[config.mk]
export PLATFORM = sky130hd
export DESIGN_NAME = snake_input_ctrl
export DESIGN_NICKNAME = d
export VERILOG_FILES = /design/src/rtl/snake_pkg.sv /design/src/rtl/snake_btn_debounce.sv /design/src/rtl/snake_input_ctrl.sv
export SDC_FILE = /design/constraint.sdc
export NUM_CORES = 1
export LEC_CHECK = 0
export ABC_AREA = 1
export BUFFER_PORTS_ARGS = -buffer_cell sky130_fd_sc_hd__buf_2
export CAP_MARGIN = 20
export CORE_ASPECT_RATIO = 0.5
export CORE_MARGIN = 8
export CORE_UTILIZATION = 25
export CTS_BUF_LIST = sky130_fd_sc_hd__clkbuf_8
export CTS_CLUSTER_DIAMETER = 100
export DETAILED_ROUTE_END_ITERATION = 6
export GPL_TIMING_DRIVEN = 0
export HOLD_SLACK_MARGIN = 0.02
export PLACE_DENSITY = 0.49
export SKIP_CTS_REPAIR_TIMING = 1
export SLEW_MARGIN = 20
export SYNTH_ARGS = -nofsm -noshare
export SYNTH_HDL_FRONTEND = slang
export SYNTH_SLANG_ARGS = --single-unit
[constraint.sdc]
create_clock -name sys_clk -period 9.1 [get_ports sys_clk]
set_input_delay 0 -clock sys_clk [delete_from_list [all_inputs] [get_ports sys_clk]]
set_output_delay 0 -clock sys_clk [all_outputs]
set_load 0.02 [all_outputs]
[src/rtl/snake_pkg.sv]
// Shared definitions for the snake input front-end: directions, button indices
// and the opposite-direction helper.
package snake_pkg;

   localparam int CLK_FREQ_HZ    = 100_000_000;
   localparam int DEBOUNCE_10MS  = CLK_FREQ_HZ / 100;

   typedef logic [1:0] dir_t;

   localparam dir_t DIR_UP    = 2'd0;
   localparam dir_t DIR_DOWN  = 2'd1;
   localparam dir_t DIR_LEFT  = 2'd2;
   localparam dir_t DIR_RIGHT = 2'd3;

   localparam int BTN_UP          = 0;
   localparam int BTN_DOWN        = 1;
   localparam int BTN_LEFT        = 2;
   localparam int BTN_RIGHT       = 3;
   localparam int BTN_START_PAUSE = 4;
   localparam int BTN_GAME_RESET  = 5;
   localparam int NUM_BTNS        = 6;

   // UP<->DOWN and LEFT<->RIGHT differ only in bit 0
   function automatic dir_t opposite_dir(input dir_t d);
      return d ^ 2'b01;
   endfunction

endpackage

[src/rtl/snake_btn_debounce.sv]
// One push-button: 2-FF synchroniser, stability counter and a registered
// rising-edge press pulse.
module snake_btn_debounce #(
   parameter int DEBOUNCE_CYCLES = 4
) (
   input  logic sys_clk,
   input  logic sys_reset,
   input  logic raw_in,
   output logic level_out,
   output logic press_pulse_out
);

   localparam int CNT_W = (DEBOUNCE_CYCLES > 1) ? $clog2(DEBOUNCE_CYCLES) : 1;
   localparam logic [CNT_W-1:0] CNT_TC = CNT_W'(DEBOUNCE_CYCLES - 1);

   logic             sync1_q, sync1_d;
   logic             sync2_q, sync2_d;
   logic             level_q, level_d;
   logic             level_prev_q, level_prev_d;
   logic             pulse_q, pulse_d;
   logic [CNT_W-1:0] cnt_q, cnt_d;

   always_comb begin
      sync1_d      = raw_in;
      sync2_d      = sync1_q;
      level_d      = level_q;
      cnt_d        = '0;
      level_prev_d = level_q;
      pulse_d      = level_q & ~level_prev_q;
      // The level only moves after DEBOUNCE_CYCLES consecutive disagreeing samples
      if (sync2_q != level_q) begin
         if (cnt_q == CNT_TC) begin
            level_d = ~level_q;
         end else begin
            cnt_d = cnt_q + CNT_W'(1);
         end
      end
   end

   always_ff @(posedge sys_clk or posedge sys_reset) begin
      if (sys_reset) begin
         sync1_q      <= 1'b0;
         sync2_q      <= 1'b0;
         level_q      <= 1'b0;
         level_prev_q <= 1'b0;
         pulse_q      <= 1'b0;
         cnt_q        <= '0;
      end else begin
         sync1_q      <= sync1_d;
         sync2_q      <= sync2_d;
         level_q      <= level_d;
         level_prev_q <= level_prev_d;
         pulse_q      <= pulse_d;
         cnt_q        <= cnt_d;
      end
   end

   assign level_out       = level_q;
   assign press_pulse_out = pulse_q;

endmodule

[src/rtl/snake_input_ctrl.sv]
// Snake input front-end: debounces six buttons, queues direction presses and
// releases one committed direction per game tick.
module snake_input_ctrl
   import snake_pkg::*;
#(
   parameter int         DEBOUNCE_CYCLES = DEBOUNCE_10MS,
   parameter int         QUEUE_DEPTH     = 4,
   parameter logic [1:0] INIT_DIR        = DIR_UP
) (
   input  logic                           sys_clk,
   input  logic                           sys_reset,
   input  logic                           btn_up_raw_in,
   input  logic                           btn_down_raw_in,
   input  logic                           btn_left_raw_in,
   input  logic                           btn_right_raw_in,
   input  logic                           btn_start_pause_raw_in,
   input  logic                           btn_game_reset_raw_in,
   input  logic                           game_tick_in,
   output logic [1:0]                     cur_dir_out,
   output logic                           dir_changed_out,
   output logic                           start_pause_pulse_out,
   output logic                           game_reset_pulse_out,
   output logic [$clog2(QUEUE_DEPTH+1)-1:0] queue_count_out,
   output logic                           dir_drop_out
);

   localparam int CNT_W = $clog2(QUEUE_DEPTH + 1);
   localparam int PTR_W = (QUEUE_DEPTH > 1) ? $clog2(QUEUE_DEPTH) : 1;
   localparam logic [PTR_W-1:0] PTR_LAST = PTR_W'(QUEUE_DEPTH - 1);
   localparam logic [CNT_W-1:0] CNT_FULL = CNT_W'(QUEUE_DEPTH);

   logic [NUM_BTNS-1:0] btn_raw;
   logic [NUM_BTNS-1:0] btn_press;

   assign btn_raw[BTN_UP]          = btn_up_raw_in;
   assign btn_raw[BTN_DOWN]        = btn_down_raw_in;
   assign btn_raw[BTN_LEFT]        = btn_left_raw_in;
   assign btn_raw[BTN_RIGHT]       = btn_right_raw_in;
   assign btn_raw[BTN_START_PAUSE] = btn_start_pause_raw_in;
   assign btn_raw[BTN_GAME_RESET]  = btn_game_reset_raw_in;

   for (genvar i = 0; i < NUM_BTNS; i++) begin : g_btn
      snake_btn_debounce #(
         .DEBOUNCE_CYCLES (DEBOUNCE_CYCLES)
      ) u_debounce (
         .sys_clk         (sys_clk),
         .sys_reset       (sys_reset),
         .raw_in          (btn_raw[i]),
         .level_out       (),
         .press_pulse_out (btn_press[i])
      );
   end

   dir_t             fifo_q [QUEUE_DEPTH];
   dir_t             fifo_d [QUEUE_DEPTH];
   logic [PTR_W-1:0] rd_ptr_q, rd_ptr_d;
   logic [PTR_W-1:0] wr_ptr_q, wr_ptr_d;
   logic [CNT_W-1:0] count_q, count_d;
   dir_t             cur_dir_q, cur_dir_d;
   logic             changed_q, changed_d;
   logic             drop_q, drop_d;

   logic             cand_valid;
   dir_t             cand_dir;
   logic [PTR_W-1:0] tail_idx;
   dir_t             ref_dir;
   logic             cand_reject;
   logic             do_pop;
   logic             do_push;

   function automatic logic [PTR_W-1:0] ptr_inc(input logic [PTR_W-1:0] p);
      return (p == PTR_LAST) ? '0 : p + PTR_W'(1);
   endfunction

   // Highest-priority direction wins when several pulse together
   always_comb begin
      cand_valid = 1'b1;
      cand_dir   = DIR_UP;
      if (btn_press[BTN_UP]) begin
         cand_dir = DIR_UP;
      end else if (btn_press[BTN_DOWN]) begin
         cand_dir = DIR_DOWN;
      end else if (btn_press[BTN_LEFT]) begin
         cand_dir = DIR_LEFT;
      end else if (btn_press[BTN_RIGHT]) begin
         cand_dir = DIR_RIGHT;
      end else begin
         cand_valid = 1'b0;
      end
   end

   always_comb begin
      tail_idx    = (wr_ptr_q == '0) ? PTR_LAST : wr_ptr_q - PTR_W'(1);
      ref_dir     = (count_q != '0) ? fifo_q[tail_idx] : cur_dir_q;
      cand_reject = (cand_dir == ref_dir) || (cand_dir == opposite_dir(ref_dir));
      do_pop      = game_tick_in && (count_q != '0);
      do_push     = cand_valid && !cand_reject && ((count_q != CNT_FULL) || do_pop);
   end

   always_comb begin
      fifo_d    = fifo_q;
      rd_ptr_d  = rd_ptr_q;
      wr_ptr_d  = wr_ptr_q;
      count_d   = count_q;
      cur_dir_d = cur_dir_q;
      changed_d = 1'b0;
      drop_d    = 1'b0;
      // A game reset overrides any push or pop decided in the same cycle
      if (btn_press[BTN_GAME_RESET]) begin
         rd_ptr_d  = '0;
         wr_ptr_d  = '0;
         count_d   = '0;
         cur_dir_d = INIT_DIR;
      end else begin
         drop_d = cand_valid && !do_push;
         if (do_push) begin
            fifo_d[wr_ptr_q] = cand_dir;
            wr_ptr_d         = ptr_inc(wr_ptr_q);
         end
         if (do_pop) begin
            cur_dir_d = fifo_q[rd_ptr_q];
            rd_ptr_d  = ptr_inc(rd_ptr_q);
            changed_d = 1'b1;
         end
         case ({do_push, do_pop})
            2'b10:   count_d = count_q + CNT_W'(1);
            2'b01:   count_d = count_q - CNT_W'(1);
            default: count_d = count_q;
         endcase
      end
   end

   always_ff @(posedge sys_clk or posedge sys_reset) begin
      if (sys_reset) begin
         for (int i = 0; i < QUEUE_DEPTH; i++) begin
            fifo_q[i] <= DIR_UP;
         end
         rd_ptr_q  <= '0;
         wr_ptr_q  <= '0;
         count_q   <= '0;
         cur_dir_q <= INIT_DIR;
         changed_q <= 1'b0;
         drop_q    <= 1'b0;
      end else begin
         fifo_q    <= fifo_d;
         rd_ptr_q  <= rd_ptr_d;
         wr_ptr_q  <= wr_ptr_d;
         count_q   <= count_d;
         cur_dir_q <= cur_dir_d;
         changed_q <= changed_d;
         drop_q    <= drop_d;
      end
   end

   assign cur_dir_out           = cur_dir_q;
   assign dir_changed_out       = changed_q;
   assign dir_drop_out          = drop_q;
   assign queue_count_out       = count_q;
   assign start_pause_pulse_out = btn_press[BTN_START_PAUSE];
   assign game_reset_pulse_out  = btn_press[BTN_GAME_RESET];

endmodule

Word-level counts from Yosys, hierarchy flattened
Cells that the tools add are included.

word-level totals
  register bits = 169
  word-level logic and storage cells = 168
  input bits = 9
  output and inout bits = 9

operators by class
  bitwise logic cells = 23
  reduce and logical (&&, ||, !) cells = 21
  equal/unequal tests = 19
  muxes and demuxes = 44
  $add $sub $neg = 11
  order comparisons = 4

operators with widths
  cell                                                                   count
  20-bit 2-to-1 mux                                                      12
  20-bit by 1-bit adder with 20-bit output (second input constant)       6
  20-bit == test (second input constant)                                 6
  2-bit 2-to-1 mux                                                       19
  1-bit inverter                                                         14
  2-bit AND reduction                                                    7
  3-bit greater-or-equal comparator (second input constant)              3
  2-bit inverter with 3-bit output                                       3
  2-bit binary-select mux with 2-bit select                              2
  8-bit bitwise mux                                                      1
  1-bit 2-to-1 mux                                                       7
  1-bit bitwise AND                                                      6
  2-bit == test (second input constant)                                  3
  1-bit inequality test                                                  6
  3-bit case mux with 2 select lines                                     1
  3-bit nonzero test                                                     2
  1-bit logical AND                                                      5
  2-bit by 1-bit adder with 2-bit output (second input constant)         2
  2-bit demux with 2-bit select                                          1
  2-bit == test                                                          2
  2-bit nonzero test                                                     2
  3-bit by 1-bit adder with 3-bit output (second input constant)         1
  3-bit by 1-bit < comparator with 1-bit output (second input constant)  1
  3-bit 2-to-1 mux                                                       1
  7 further kinds                                                        9

Logic depth before layout (Yosys ltp)
Gate-level depths: netlist of run 1.

  depth in word-level cells = 16
  gate-level depth with buffers = 16
  depth with buffers taken out = 16

By module
Synthesis of run 1 repeated with hierarchy kept, for this count alone.

unflattened totals
  cell total of the unflattened synthesis = 1126
  area total of the unflattened synthesis = 9271.4 um^2

modules (own cells, without submodules)
  module              sequential area each (um^2)  area each (um^2)  cells an instance  times used
  snake_btn_debounce  625.6                        1355.0            165                6
  snake_input_ctrl    475.5                        1141.1            136                1

Least setup slack after synthesis of run 1
No wires, ideal clock.

  path type = register to register
  start point = register wr_ptr_q[0]
  end point = register count_q[2] (netlist: queue_count_out[2])
  setup slack = 6738 ps
  setup time = 135 ps
  buffers on the path = 0
  cell stages (with the launch flop) = 17
  period minus slack after synthesis = 2362 ps
  arrival = 2227 ps
  data required time = 8965 ps
  cells stage by stage = dfrtp_1 > inv_1 > ha_1 > inv_2 > nand2_1 > nand2_1 > nand3_2 > nand3_2 > nand2_1 > nand2_1 > nand3_1 > ha_1 > fa_1 > xnor2_1 > nor2_1 > nor2_1 > nor3_1

on the way
  word-level cells in the longest chain between the ends = 16
  elaborated cells on any way between the ends = 20
  those cells by class = 1 x add/sub; 4 x eq/ne; 7 x mux; 2 x bitwise; 6 x reduce/logical

RTL lines
  element                                                                                line                     source
  start, declared                                                                        snake_input_ctrl.sv:57   logic [PTR_W-1:0] wr_ptr_q, wr_ptr_d;
  start signal, assigned                                                                 snake_input_ctrl.sv:147  wr_ptr_q <= wr_ptr_d;
  2-bit by 1-bit subtractor with 2-bit output / 2-bit zero test (equally long branches)  snake_input_ctrl.sv:93   tail_idx = (wr_ptr_q == '0) ? PTR_LAST : wr_ptr_q - PTR_W'(1);
  2-bit 2-to-1 mux (*)                                                                   snake_input_ctrl.sv:93
  2-bit inverter with 3-bit output (implied by the code) (*)                             snake_input_ctrl.sv:94   ref_dir = (count_q != '0) ? fifo_q[tail_idx] : cur_dir_q;
  2-bit binary-select mux with 2-bit select (*)                                          snake_input_ctrl.sv:94
  2-bit 2-to-1 mux (implied by the code) (*) (2 in a row)                                snake_input_ctrl.sv:94
  2-bit 2-to-1 mux (*)                                                                   snake_input_ctrl.sv:94
  1-bit inverter (no source line)                                                        --
  2-bit == test                                                                          snake_input_ctrl.sv:95   cand_reject = (cand_dir == ref_dir) || (cand_dir == opposite_dir(ref_dir));
  1-bit logical OR (*)                                                                   snake_input_ctrl.sv:95
  1-bit zero test (*)                                                                    snake_input_ctrl.sv:97   do_push = cand_valid && !cand_reject && ((count_q != CNT_FULL) || do_pop);
  1-bit logical AND (*) (2 in a row)                                                     snake_input_ctrl.sv:97
  2-bit by 1-bit == test with 1-bit output / 2-bit == test (equally long branches)       snake_input_ctrl.sv:125  case ({do_push, do_pop})
  3-bit case mux with 2 select lines                                                     snake_input_ctrl.sv:125
  3-bit 2-to-1 mux                                                                       snake_input_ctrl.sv:109  if (btn_press[BTN_GAME_RESET]) begin
  end signal, assigned                                                                   snake_input_ctrl.sv:148  count_q <= count_d;
  end, declared                                                                          snake_input_ctrl.sv:58   logic [CNT_W-1:0] count_q, count_d;

Mark *: on every way between the ends. The rest lies on a longest branch, timed or not. The select of a mux whose other input is x is not followed.
A chain may end at the register's enable or synchronous reset.

Worst setup path in the final report of run 1
Same ends and word-level chain as after synthesis.

==> impl_metrics.json, run 1 <==
{
  "outcome": "finished clean",
  "dr.first_iter.drc_count": 385,
  "ys_types": 44,
  "critPathKind": "flip-flop to flip-flop",
  "drtAntennaViolNets": 0,
  "rr_startpoint": "wr_ptr_q[0]",
  "cts_buffer_depth": 2,
  "drive_gt1_frac": 0.1240,
  "grt_use_met3": 0.02100,
  "worstPathRequired_ns": 9.48,
  "worst_clock_skew_on_the_final_layout_ns": 0.01400,
  "rsz0062_at_grt": "no",
  "vert_die_dim_um": 146.3,
  "holdWs_ns": 0.01590,
  "setup_viol": 0,
  "clock_sink_count": 169,
  "timing.slew.headroom": 0.6880,
  "hold_violations": 0,
  "post_synth_and_or_nand_nor_area_fraction": 0.3066,
  "synth.avg_cell_area_sq_um": 8.644,
  "power_uw": 1418,
  "yosys.area_share.xor_xnor": 0.05778,
  "layout_min_cycle_time_ns": 2.641,
  "achievable-frequency_mhz": 378.7,
  "main_combinational_cell_family_by_area_after_synthesis": "simple AND/OR/NAND/NOR gates",
  "synth_fa_ha_area_frac": 0.02005,
  "ff2ff_setup_slack_ns": 6.46,
  "clock_insertion_delay_worst_skew_ns": 0.46,
  "dr_total_vias": 6492,
  "synth.area.top_cells": "dfrtp_1, nor2_1, nand2_1",
  "post_synth_instance_area_sq_um": 8488,
  "synth_top_flop_cell": "dfrtp_1",
  "tritoncts": "done",
  "crit_fanout": 8,
  "cts.htree.levels": 4,
  "placement_rows": 47,
  "grt_most_used_layer": "met2",
  "grt_util_all_layers": 0.08711,
  "worstHoldPathType": "input port to flip-flop",
  "globalRouteOverflowTotal": 0,
  "ctsRootBufferMaster": "clkbuf_8",
  "cts_inserted_buffers": 17,
  "powerDensity_nw_per_um2": 147.6,
  "die_width_um": 276.6,
  "totalNegativeSetupSlack_ns": 0,
  "antenna_cells_inserted": 0,
  "grt_first_pass_wirelength_um": 30320,
  "synth_seq_cells": 169,
  "synth_compound_area_frac": 0.04982,
  "drt_pass1_iterations": 7,
  "synth.top_cell.area_share": 0.4982,
  "finalMaxSlewViolations": 0,
  "wl_per_cell_um": 11.27,
  "layout_common_cells": "dfrtp_1, nor2_1, nand2_1",
  "number_of_global_route_vias_before_repair": 6524,
  "cell_count_of_the_worst_hold_path": 5,
  "n_fill_cell": 3506,
  "biggest_area_consumer_among_synthesized_cells": "dfrtp_1",
  "area.sequential_sq_um": 4229,
  "port_buffers": 17,
  "floorplan.core_area_sq_um": 33230,
  "io-pin-count": 18,
  "floorplan.initialDensity": 0.2555,
  "vdd_drop_max_mv": 0.07457,
  "area_growth_pct": 13.15,
  "syn_nets": 1004,
  "clk_transition_reported_paths_ns": 0.10,
  "final_net_count": 1049,
  "grt_util_met2": 0.1527,
  "synth.yosys.seq_area_share": 0.4982,
  "worst_setup_start_kind": "flip-flop",
  "worstReg2RegEnd": "queue_count_out[2]",
  "grt_antenna_before_repair": 0,
  "holdPathEnd": "dir_changed_out",
  "synth.area.mux_share": 0.006633,
  "static_leakage_uw": 0.004243,
  "syn-instance-count": 982,
  "drt_drc_violations_left": 0,
  "dp.final_hpwl_um": 12260,
  "leading_cell_type_in_the_layout_fill_and_taps_excluded": "dfrtp_1",
  "multi_input_gate_area_in_the_final_layout_sq_um": 3742,
  "hp-start": "game_tick_in",
  "via_per_inst": 4.384,
  "worst_endpoint_data_arrival_time_ns": 3.02,
  "fin_crit_sh": 0.2902,
  "worst-slew-pin-transition_ns": 0.4644,
  "asyncSetResetFlopFracSynth": 1.000,
  "max_cap_violations": 0,
  "synth_enable_flop_cells": 0,
  "place.gp.congestion": 0.7972,
  "worstRegToRegCells": 15,
  "routed_wirelength_um": 16690,
  "largest_net_degree_at_the_start_of_global_routing": 66,
  "crit_path_end_kind": "flip-flop",
  "floorplan.die_area_sq_um": 40460,
  "ys_warn_count": 0,
  "met1_routing_resource_usage_after_global_routing": 0.1065
}
-- flip-flops by register name, indices dropped and copies added (netlist names) --
register	flops
dir_drop_out	1
cur_dir_out	2
g_btn.u_debounce.sync1_q	6
g_btn.u_debounce.sync2_q	6
fifo_q	8
queue_count_out	3
dir_changed_out	1
rd_ptr_q	2
g_btn.u_debounce.level_out	6
g_btn.u_debounce.press_pulse_out	6
wr_ptr_q	2
g_btn.u_debounce.level_prev_q	6
g_btn.u_debounce.cnt_q	120
-- worst max-delay path, cell delays in order, from the launching register on --
cell	delay, ns
dfrtp_1	0.47
inv_1	0.10
ha_1	0.27
inv_2	0.08
nand2_1	0.06
nand2_1	0.08
nand3_2	0.06
nand3_2	0.09
nand2_1	0.06
nand2_1	0.06
nand3_1	0.14
ha_1	0.27
fa_1	0.39
xnor2_1	0.20
nor3_1	0.07
nor3_1	0.17
-- kinds of logic after synthesis --
| logic type | Yosys count |
|---|---|
| XOR/XNOR | 56 |
| flip-flops | 169 |
| AO/OA/AOI/OAI | 76 |
| adder cells (fa/ha/maj) | 13 |
| AND/OR/NAND/NOR | 528 |
| multiplexers | 5 |
| buffers and inverters | 135 |
-- worst max path at each step --
| stage | from | end | slack [ns] | depth (start not counted) |
|---|---|---|---|---|
| after floorplan | sys_reset | cur_dir_out[0] | 4.52 | 1 |
| after global placement | sys_reset | g_btn[4].u_debounce.cnt_q[10] | 2.45 | 2 |
| after detailed placement | wr_ptr_q[0] | queue_count_out[2] | 6.48 | 15 |
| after CTS | wr_ptr_q[0] | queue_count_out[2] | 6.45 | 15 |
| after global routing | wr_ptr_q[0] | queue_count_out[2] | 6.17 | 15 |
| final | wr_ptr_q[0] | queue_count_out[2] | 6.46 | 15 |
-- where the power goes --
| group | internal (uW) | switching (uW) |
|---|---|---|
| Combinational | 49.2 | 88.5 |
| Sequential | 775 | 22.8 |
| Clock | 197 | 286 |
-- cells in the mapped netlist (11+ instances only) --
cell	n
a21oi_1	34
nand4_1	44
inv_1	120
xnor2_1	13
nand3_2	11
xor2_1	43
nor2_2	13
ha_1	12
nand3_1	59
nand2_1	153
nor2_1	161
o21ai_0	17
dfrtp_1	169
nor3_1	33
-- area by class of cell --
type                    instances  area share
inverters                     130     0.05159
plain buffers                   5    0.002996
repair buffers                 26     0.02189
well taps                     441     0.05745
flip-flops and latches        169      0.4403
clock buffers                  18     0.02579
multi-input cells             678      0.3897
clock inverters                14     0.01029
-- through the flow --
stage	instance area, sq um	cells	util	worst slack, ns
finish	9604	1481	0.2891	6.459
global route	9604	1481	0.2891	6.165
CTS	9534	1474	0.2870	6.445
detailed placement	9188	1442	0.2765	6.475
global placement	9125	1440	0.2746	2.453
floorplan	8488	982	-	4.525
-- per-layer routing --
| layer | vias up | wire length [um] |
|---|---|---|
| li1 | 3288 | - |
| met1 | 3142 | 8025 |
| met2 | 51 | 8156 |
| met3 | 11 | 344 |
| met4 | 0 | 166 |
| met5 | - | 0 |
No activity file was read; power rests on OpenSTA's default activity.
==> run 2: changes to the inputs <==
--- a/config.mk
+++ b/config.mk
@@ -16,7 +16,7 @@
 export DETAILED_ROUTE_END_ITERATION = 6
 export GPL_TIMING_DRIVEN = 0
 export HOLD_SLACK_MARGIN = 0.02
-export PLACE_DENSITY = 0.49
+export PLACE_DENSITY = 0.5
 export SKIP_CTS_REPAIR_TIMING = 1
 export SLEW_MARGIN = 20
 export SYNTH_ARGS = -nofsm -noshare
==> constraint.sdc (replaced) <==
create_clock -name sys_clk -period 2.4 [get_ports sys_clk]
set_input_delay 0 -clock sys_clk [delete_from_list [all_inputs] [get_ports sys_clk]]
set_output_delay 0 -clock sys_clk [all_outputs]
set_load 0.02 [all_outputs]
==> run 2 against run 1 <==
Net effect:
- routed wire length increased by 1.1%
- sequential power grew to 3.8 times the previous value
- core utilization increased by 0.94 points
==> impl_metrics.json, run 2 (synthesis results as in run 1) <==
{
  "outcome": "finished clean",
  "drtAntennaViolNets": 0,
  "floorplan.core_area_sq_um": 33230,
  "grt_util_all_layers": 0.08606,
  "dr.first_iter.drc_count": 285,
  "hold_violations": 0,
  "drt_drc_violations_left": 0,
  "leading_cell_type_in_the_layout_fill_and_taps_excluded": "dfrtp_1",
  "layout_min_cycle_time_ns": 2.322,
  "grt_first_pass_wirelength_um": 29950,
  "finalMaxSlewViolations": 0,
  "via_per_inst": 4.328,
  "antenna_cells_inserted": 0,
  "max_flop_register": "g_btn.u_debounce.cnt_q",
  "area_growth_pct": 16.82,
  "worstHoldPathType": "input port to flip-flop",
  "die_width_um": 276.6,
  "grt_use_met3": 0.01829,
  "cts.htree.levels": 4,
  "worstRegToRegCells": 16,
  "ctsRootBufferMaster": "clkbuf_8",
  "worst_setup_start_kind": "flip-flop",
  "wl_per_cell_um": 11.31,
  "placement_rows": 47,
  "floorplan.die_area_sq_um": 40460,
  "vert_die_dim_um": 146.3,
  "port_buffers": 17,
  "rr_startpoint": "wr_ptr_q[0]",
  "drive_gt1_frac": 0.1437,
  "final_net_count": 1060,
  "fin_crit_sh": 0.9674,
  "clock_sink_count": 169,
  "worstPathRequired_ns": 2.78,
  "dp.final_hpwl_um": 12430,
  "tritoncts": "done",
  "timing.slew.headroom": 0.6594,
  "cts_buffer_depth": 2,
  "placed_area_sq_um": 9256,
  "worst_endpoint_data_arrival_time_ns": 2.70,
  "clock_insertion_delay_worst_skew_ns": 0.46,
  "grt_util_met2": 0.1462,
  "powerDensity_nw_per_um2": 601.2,
  "routed_wirelength_um": 16870,
  "drt_pass1_iterations": 4,
  "rsz0062_at_grt": "yes",
  "grt_antenna_before_repair": 0,
  "place.gp.congestion": 0.8322,
  "finish.instance_area_sq_um": 9916,
  "achievable-frequency_mhz": 430.7,
  "grt_most_used_layer": "met2",
  "vdd_drop_max_mv": 0.2630,
  "worst-slew-pin-transition_ns": 0.5092,
  "clk_transition_reported_paths_ns": 0.10,
  "layout_common_cells": "dfrtp_1, nor2_1, nand2_1",
  "met1_routing_resource_usage_after_global_routing": 0.1096,
  "largest_registers": "g_btn.u_debounce.cnt_q (120), fifo_q (8)",
  "worst_clock_skew_on_the_final_layout_ns": 0.01953,
  "number_of_flip_flops_in_the_largest_register": 120,
  "max_cap_violations": 0,
  "cp-endpoint": "queue_count_out[2]",
  "number_of_global_route_vias_before_repair": 6381,
  "finish.cell_count_without_fillers": 1492,
  "static_leakage_uw": 0.004368,
  "ff2ff_setup_slack_ns": 0.08,
  "crit_path_start": "wr_ptr_q[0]",
  "largest_net_degree_at_the_start_of_global_routing": 33,
  "setup_viol": 0,
  "worstReg2RegEnd": "queue_count_out[2]",
  "dr_total_vias": 6457,
  "crit_path_end_kind": "flip-flop",
  "io-pin-count": 18,
  "critPathKind": "flip-flop to flip-flop",
  "cts_inserted_buffers": 17,
  "crit_fanout": 6,
  "globalRouteOverflowTotal": 0,
  "floorplan.initialDensity": 0.2555,
  "placed_cells_incl_taps": 1446
}
==> run 2: cell types whose count changed in the layout (fill, tap and decap cells not counted), moves of 3 or more <==
cell | before | now
buf_12 | 0 | 5
buf_4 | 0 | 7
inv_1 | 121 | 118
bufinv_16 | 0 | 5
nand3_4 | 2 | 5
==> run 2: layout make-up <==
type | instances | area (sq um)
clock buffer | 18 | 247.7
inverter | 130 | 491.7
buffer | 5 | 28.78
fill | 3391 | 23310
multi-input combinational | 678 | 3812
tap | 441 | 551.8
sequential | 169 | 4230
clock inverter | 14 | 217.7
timing repair buffer | 37 | 335.3
==> run 2: per-stage QoR <==
stage	TNS (ns)	power (uW)	utilization	hold WS, ns	worst slack (ns)
6_report	0	5961	0.2984	0.07360	0.07827
3_3_place_gp	-148.32	3587	0.2748	0.1092	-0.8875
5_1_grt	-0.08292	6281	0.2984	0.07054	-0.08292
4_1_cts	-0.2442	6037	0.2926	-0.5009	-0.2369
2_1_floorplan	0	3445	-	0.03143	0.03795
3_5_place_dp	-0.2235	3626	0.2786	0.01499	-0.2196
==> run 2: per-layer routing <==
| layer | share of wire | wire, um | up-vias |
|---|---|---|---|
| li1 | - | - | 3310 |
| met1 | 0.48 | 8112 | 3069 |
| met2 | 0.48 | 8145 | 59 |
| met3 | 0.023 | 389 | 19 |
| met4 | 0.013 | 221 | 0 |
| met5 | 0 | 0 | - |
==> run 2: power by group <==
group / leakage [uW] / internal [uW] / switching (uW)
registers: 0.00230 / 2940 / 87.0
clock network: 0.000231 / 1280 / 1080
logic: 0.00183 / 225 / 355
total: 0.00437 / 4440 / 1520
==> run 2: worst min-delay path by stage <==
stage | to | start | cells past startpoint
2_1_floorplan | g_btn[0].u_debounce.sync1_q | btn_up_raw_in | 0
3_3_place_gp | g_btn[0].u_debounce.sync1_q | btn_up_raw_in | 1
3_5_place_dp | g_btn[0].u_debounce.sync2_q | sys_reset | 2
4_1_cts | g_btn[0].u_debounce.sync2_q | sys_reset | 2
5_1_grt | g_btn[0].u_debounce.sync2_q | sys_reset | 3
6_report | dir_changed_out | game_tick_in | 5
==> run 2: worst max-delay path: stages (launching register included) <==
cell	delay, ns
dfrtp_2	0.42
inv_2	0.07
ha_4	0.17
inv_2	0.06
nand2_1	0.06
nand2_1	0.07
nand3_2	0.08
nand3_4	0.10
nand2_1	0.07
nand2_2	0.09
nand3_4	0.09
ha_4	0.17
fa_2	0.35
xnor2_2	0.15
nor2_1	0.08
nor2_1	0.04
nor3_1	0.15
==> run 3: changes to the inputs <==
--- a/config.mk
+++ b/config.mk
@@ -5,7 +5,7 @@
 export SDC_FILE = /design/constraint.sdc
 export NUM_CORES = 1
 export LEC_CHECK = 0
-export ABC_AREA = 1
+export ABC_AREA = 0
 export BUFFER_PORTS_ARGS = -buffer_cell sky130_fd_sc_hd__buf_2
 export CAP_MARGIN = 20
 export CORE_ASPECT_RATIO = 0.5
==> run 3 against run 2 <==
Net effect:
- the flow now finishes with violations (setup timing)
- first-iteration DRC count up 4.9%
- non-clock buffer count up 13
- combinational power down 66%
- register-to-register slack worse by 0.45 ns
- total power down 19%
- routed wire length down 15%
- cell area down 9.3%
- via count down 19%
- maximum frequency down 16%
- synthesized area down 9.0%
- critical endpoint unchanged
- largest power group unchanged
==> impl_metrics.json, run 3 <==
{
  "outcome": "complete, but fails checks",
  "failed_checks": "setup timing",
  "cell_count_of_the_worst_hold_path": 2,
  "number_of_flip_flops_in_the_largest_register": 120,
  "critPathMaxStageDelay_ns": 0.57,
  "synth_top_flop_cell": "dfrtp_1",
  "crit_path_end_kind": "flip-flop",
  "power.net_switching_uw": 1099,
  "io-pin-count": 18,
  "power.share.sequential": 0.601,
  "timing.critical_path.buf_inv": 1,
  "routed_wirelength_um": 14380,
  "grt_first_pass_wirelength_um": 25420,
  "yosys-top-cells-count": "dfrtp_1, nor2_1, xor2_1",
  "synth.top_cell.area_share": 0.5473,
  "synth_enable_flop_cells": 0,
  "synth.yosys.seq_area_share": 0.5473,
  "main_combinational_cell_family_by_area_after_synthesis": "simple AND/OR/NAND/NOR gates",
  "switching_share": 0.2270,
  "yosys.area_share.xor_xnor": 0.1303,
  "die_width_um": 264.6,
  "drt_drc_violations_left": 0,
  "critPathKind": "flip-flop to flip-flop",
  "power_uw": 4839,
  "setup_viol": 2,
  "dp.final_hpwl_um": 9924,
  "dr_total_vias": 5201,
  "number_of_global_route_vias_before_repair": 5120,
  "syn-instance-count": 735,
  "synth_seq_cells": 169,
  "grt_antenna_before_repair": 0,
  "timing.slew.headroom": 0.3044,
  "wl_per_cell_um": 11.96,
  "synth.area.mux_share": 0.02299,
  "drt_pass1_iterations": 5,
  "final_core_utilization": 0.2963,
  "max_flop_register": "g_btn.u_debounce.cnt_q",
  "fin_ws_ns": -0.3727,
  "vert_die_dim_um": 140.3,
  "finalMaxSlewViolations": 0,
  "synth.avg_cell_area_sq_um": 10.51,
  "antenna_cells_inserted": 0,
  "powerDensity_nw_per_um2": 538.1,
  "leading_cell_type_in_the_layout_fill_and_taps_excluded": "dfrtp_1",
  "worst_setup_start_kind": "flip-flop",
  "largest_net_degree_at_the_start_of_global_routing": 33,
  "floorplan.core_area_sq_um": 30350,
  "crit_fanout": 4,
  "final_net_count": 816,
  "via_per_inst": 4.327,
  "n_fill_cell": 3077,
  "clk_transition_reported_paths_ns": 0.09,
  "max_cap_violations": 0,
  "cts_inserted_buffers": 17,
  "area_growth_pct": 16.37,
  "post_synth_instance_area_sq_um": 7727,
  "hold_violations": 0,
  "worstHoldPathType": "input port to flip-flop",
  "cts_buffer_depth": 2,
  "dpl_worst_slack_ns": -0.6371,
  "globalRouteOverflowTotal": 0,
  "drive_gt1_frac": 0.1295,
  "worst_clock_skew_on_the_final_layout_ns": 0.01194,
  "worst_endpoint_data_arrival_time_ns": 3.14,
  "worstPathRequired_ns": 2.77,
  "synth.area.top_cells": "dfrtp_1, xor2_1, nor2_1",
  "layout_common_cells": "dfrtp_1, nor2_1, xor2_1",
  "syn_nets": 757,
  "dr.first_iter.drc_count": 299,
  "worst-slew-pin-transition_ns": 1.034,
  "port_buffers": 17,
  "clock_sink_count": 169,
  "post_synth_and_or_nand_nor_area_fraction": 0.2257,
  "clkPwrFrac": 0.358,
  "ys_warn_count": 0,
  "rsz0062_at_grt": "yes",
  "worstPathCellList": "inv_4, ha_4, nor2b_4, mux4_2, mux2i_4, nor2_2, ha_2, fa_2, xnor2_1, or3_1, a21oi_1",
  "place.gp.congestion": 0.7526,
  "cp_slowest_cell": "mux4_2",
  "synth_most_common_cell": "dfrtp_1",
  "worst-path-stages": 11,
  "worstRegToRegCells": 11,
  "grt_util_all_layers": 0.08141,
  "floorplan.initialDensity": 0.2546,
  "largest_registers": "g_btn.u_debounce.cnt_q (120), fifo_q (8)",
  "ctsRootBufferMaster": "clkbuf_8",
  "power_frac_comb": 0.041,
  "placed_area_sq_um": 8464,
  "achievable-frequency_mhz": 360.7,
  "floorplan.die_area_sq_um": 37130,
  "asyncSetResetFlopFracSynth": 1.000,
  "finish.instance_area_sq_um": 8992,
  "vdd_drop_max_mv": 0.2913,
  "synth_fa_ha_area_frac": 0.02202,
  "drtAntennaViolNets": 0,
  "p_int_uw": 3740,
  "cts.htree.levels": 4,
  "clock_insertion_delay_worst_skew_ns": 0.44,
  "biggest_area_consumer_among_synthesized_cells": "dfrtp_1",
  "synth_compound_area_frac": 0.03044,
  "timing.critical_path.max_delay_family": "multiplexers",
  "tritoncts": "done",
  "placement_rows": 45,
  "layout_min_cycle_time_ns": 2.773,
  "ys_types": 45,
  "static_leakage_uw": 0.003884,
  "fin_crit_sh": 1.155
}
[run 3: changes by cell type after synthesis, sizes merged, moves of 18 or more]
cell / delta
nand2: -111
inv: -109
nor2: -43
xnor2: +31
nand3: -29
xor2: +28
nor3: -25
a21oi: -24
nand4: -18
[run 3: power groups by stage]
stage / sequential [uW] / combinational [uW] / clock, uW
floorplan: 2960 / 122 / 0
global placement: 2970 / 167 / 0
detailed placement: 2970 / 195 / 0
CTS: 2910 / 196 / 1830
global route: 2920 / 230 / 1950
finish: 2910 / 197 / 1730
[run 3: kinds of logic (layout without fill, tap and decap cells)]
| family | after synthesis | in the layout |
|---|---|---|
| muxes | 12 | 12 |
| AOI/OAI and AO/OA | 34 | 34 |
| buffers and inverters | 35 | 103 |
| adders and majority gates | 13 | 13 |
| and+or+nand+nor | 357 | 357 |
| DFF | 169 | 169 |
| xor gates and xnor gates | 115 | 115 |
[run 3: worst paths after layout]
check	startpoint	endpoint	slack, ns
hold reg to reg	g_btn[2].u_debounce.sync1_q	g_btn[2].u_debounce.sync2_q	0.35
min in group asynchronous	sys_reset	g_btn[4].u_debounce.sync1_q	0.59
hold / removal	btn_start_pause_raw_in	g_btn[4].u_debounce.sync1_q	0.20
setup / recovery	wr_ptr_q[0]	queue_count_out[2]	-0.37
setup reg to reg	wr_ptr_q[0]	queue_count_out[2]	-0.37
max in group asynchronous	sys_reset	g_btn[2].u_debounce.cnt_q[0]	0.79
[run 3: worst register-to-register path, stage by stage, from the launching register on]
cell,delay [ns]
dfrtp_2,0.42
inv_4,0.06
ha_4,0.17
nor2b_4,0.10
mux4_2,0.57
mux2i_4,0.21
nor2_2,0.07
ha_2,0.20
fa_2,0.34
xnor2_1,0.14
or3_1,0.31
a21oi_1,0.14
[run 3: cell type report]
| cell class | count | area [sq um] | area share |
|---|---|---|---|
| Tap cell | 399 | 499.2 | 0.05552 |
| Buffer | 15 | 88.84 | 0.009879 |
| Sequential cell | 169 | 4230 | 0.4704 |
| Clock inverter | 7 | 32.53 | 0.003618 |
| Multi-Input combinational cell | 531 | 3408 | 0.3790 |
| Inverter | 20 | 81.33 | 0.009044 |
| Timing Repair Buffer | 40 | 362.8 | 0.04035 |
| Clock buffer | 21 | 289.0 | 0.03214 |
[run 3: through the flow]
stage          cells  setup TNS, ns  hold WS, ns
4_1_cts         1185         -1.285      -0.5852
5_1_grt         1202        -0.8338       0.1636
2_1_floorplan    735        -0.5691      0.03143
3_5_place_dp    1157         -1.218     -0.08747
6_report        1202        -0.5804       0.2015
3_3_place_gp    1151        -141.27       0.1082
[run 3: per-layer routing]
layer	GRT usage	part of all wire	wire length, um	vias to the layer above
met5	0	0	0	-
met4	0.02306	0.011	163	0
met3	0.02219	0.031	441	14
met2	0.1295	0.46	6683	46
li1	-	-	-	2599
met1	0.1079	0.49	7089	2542
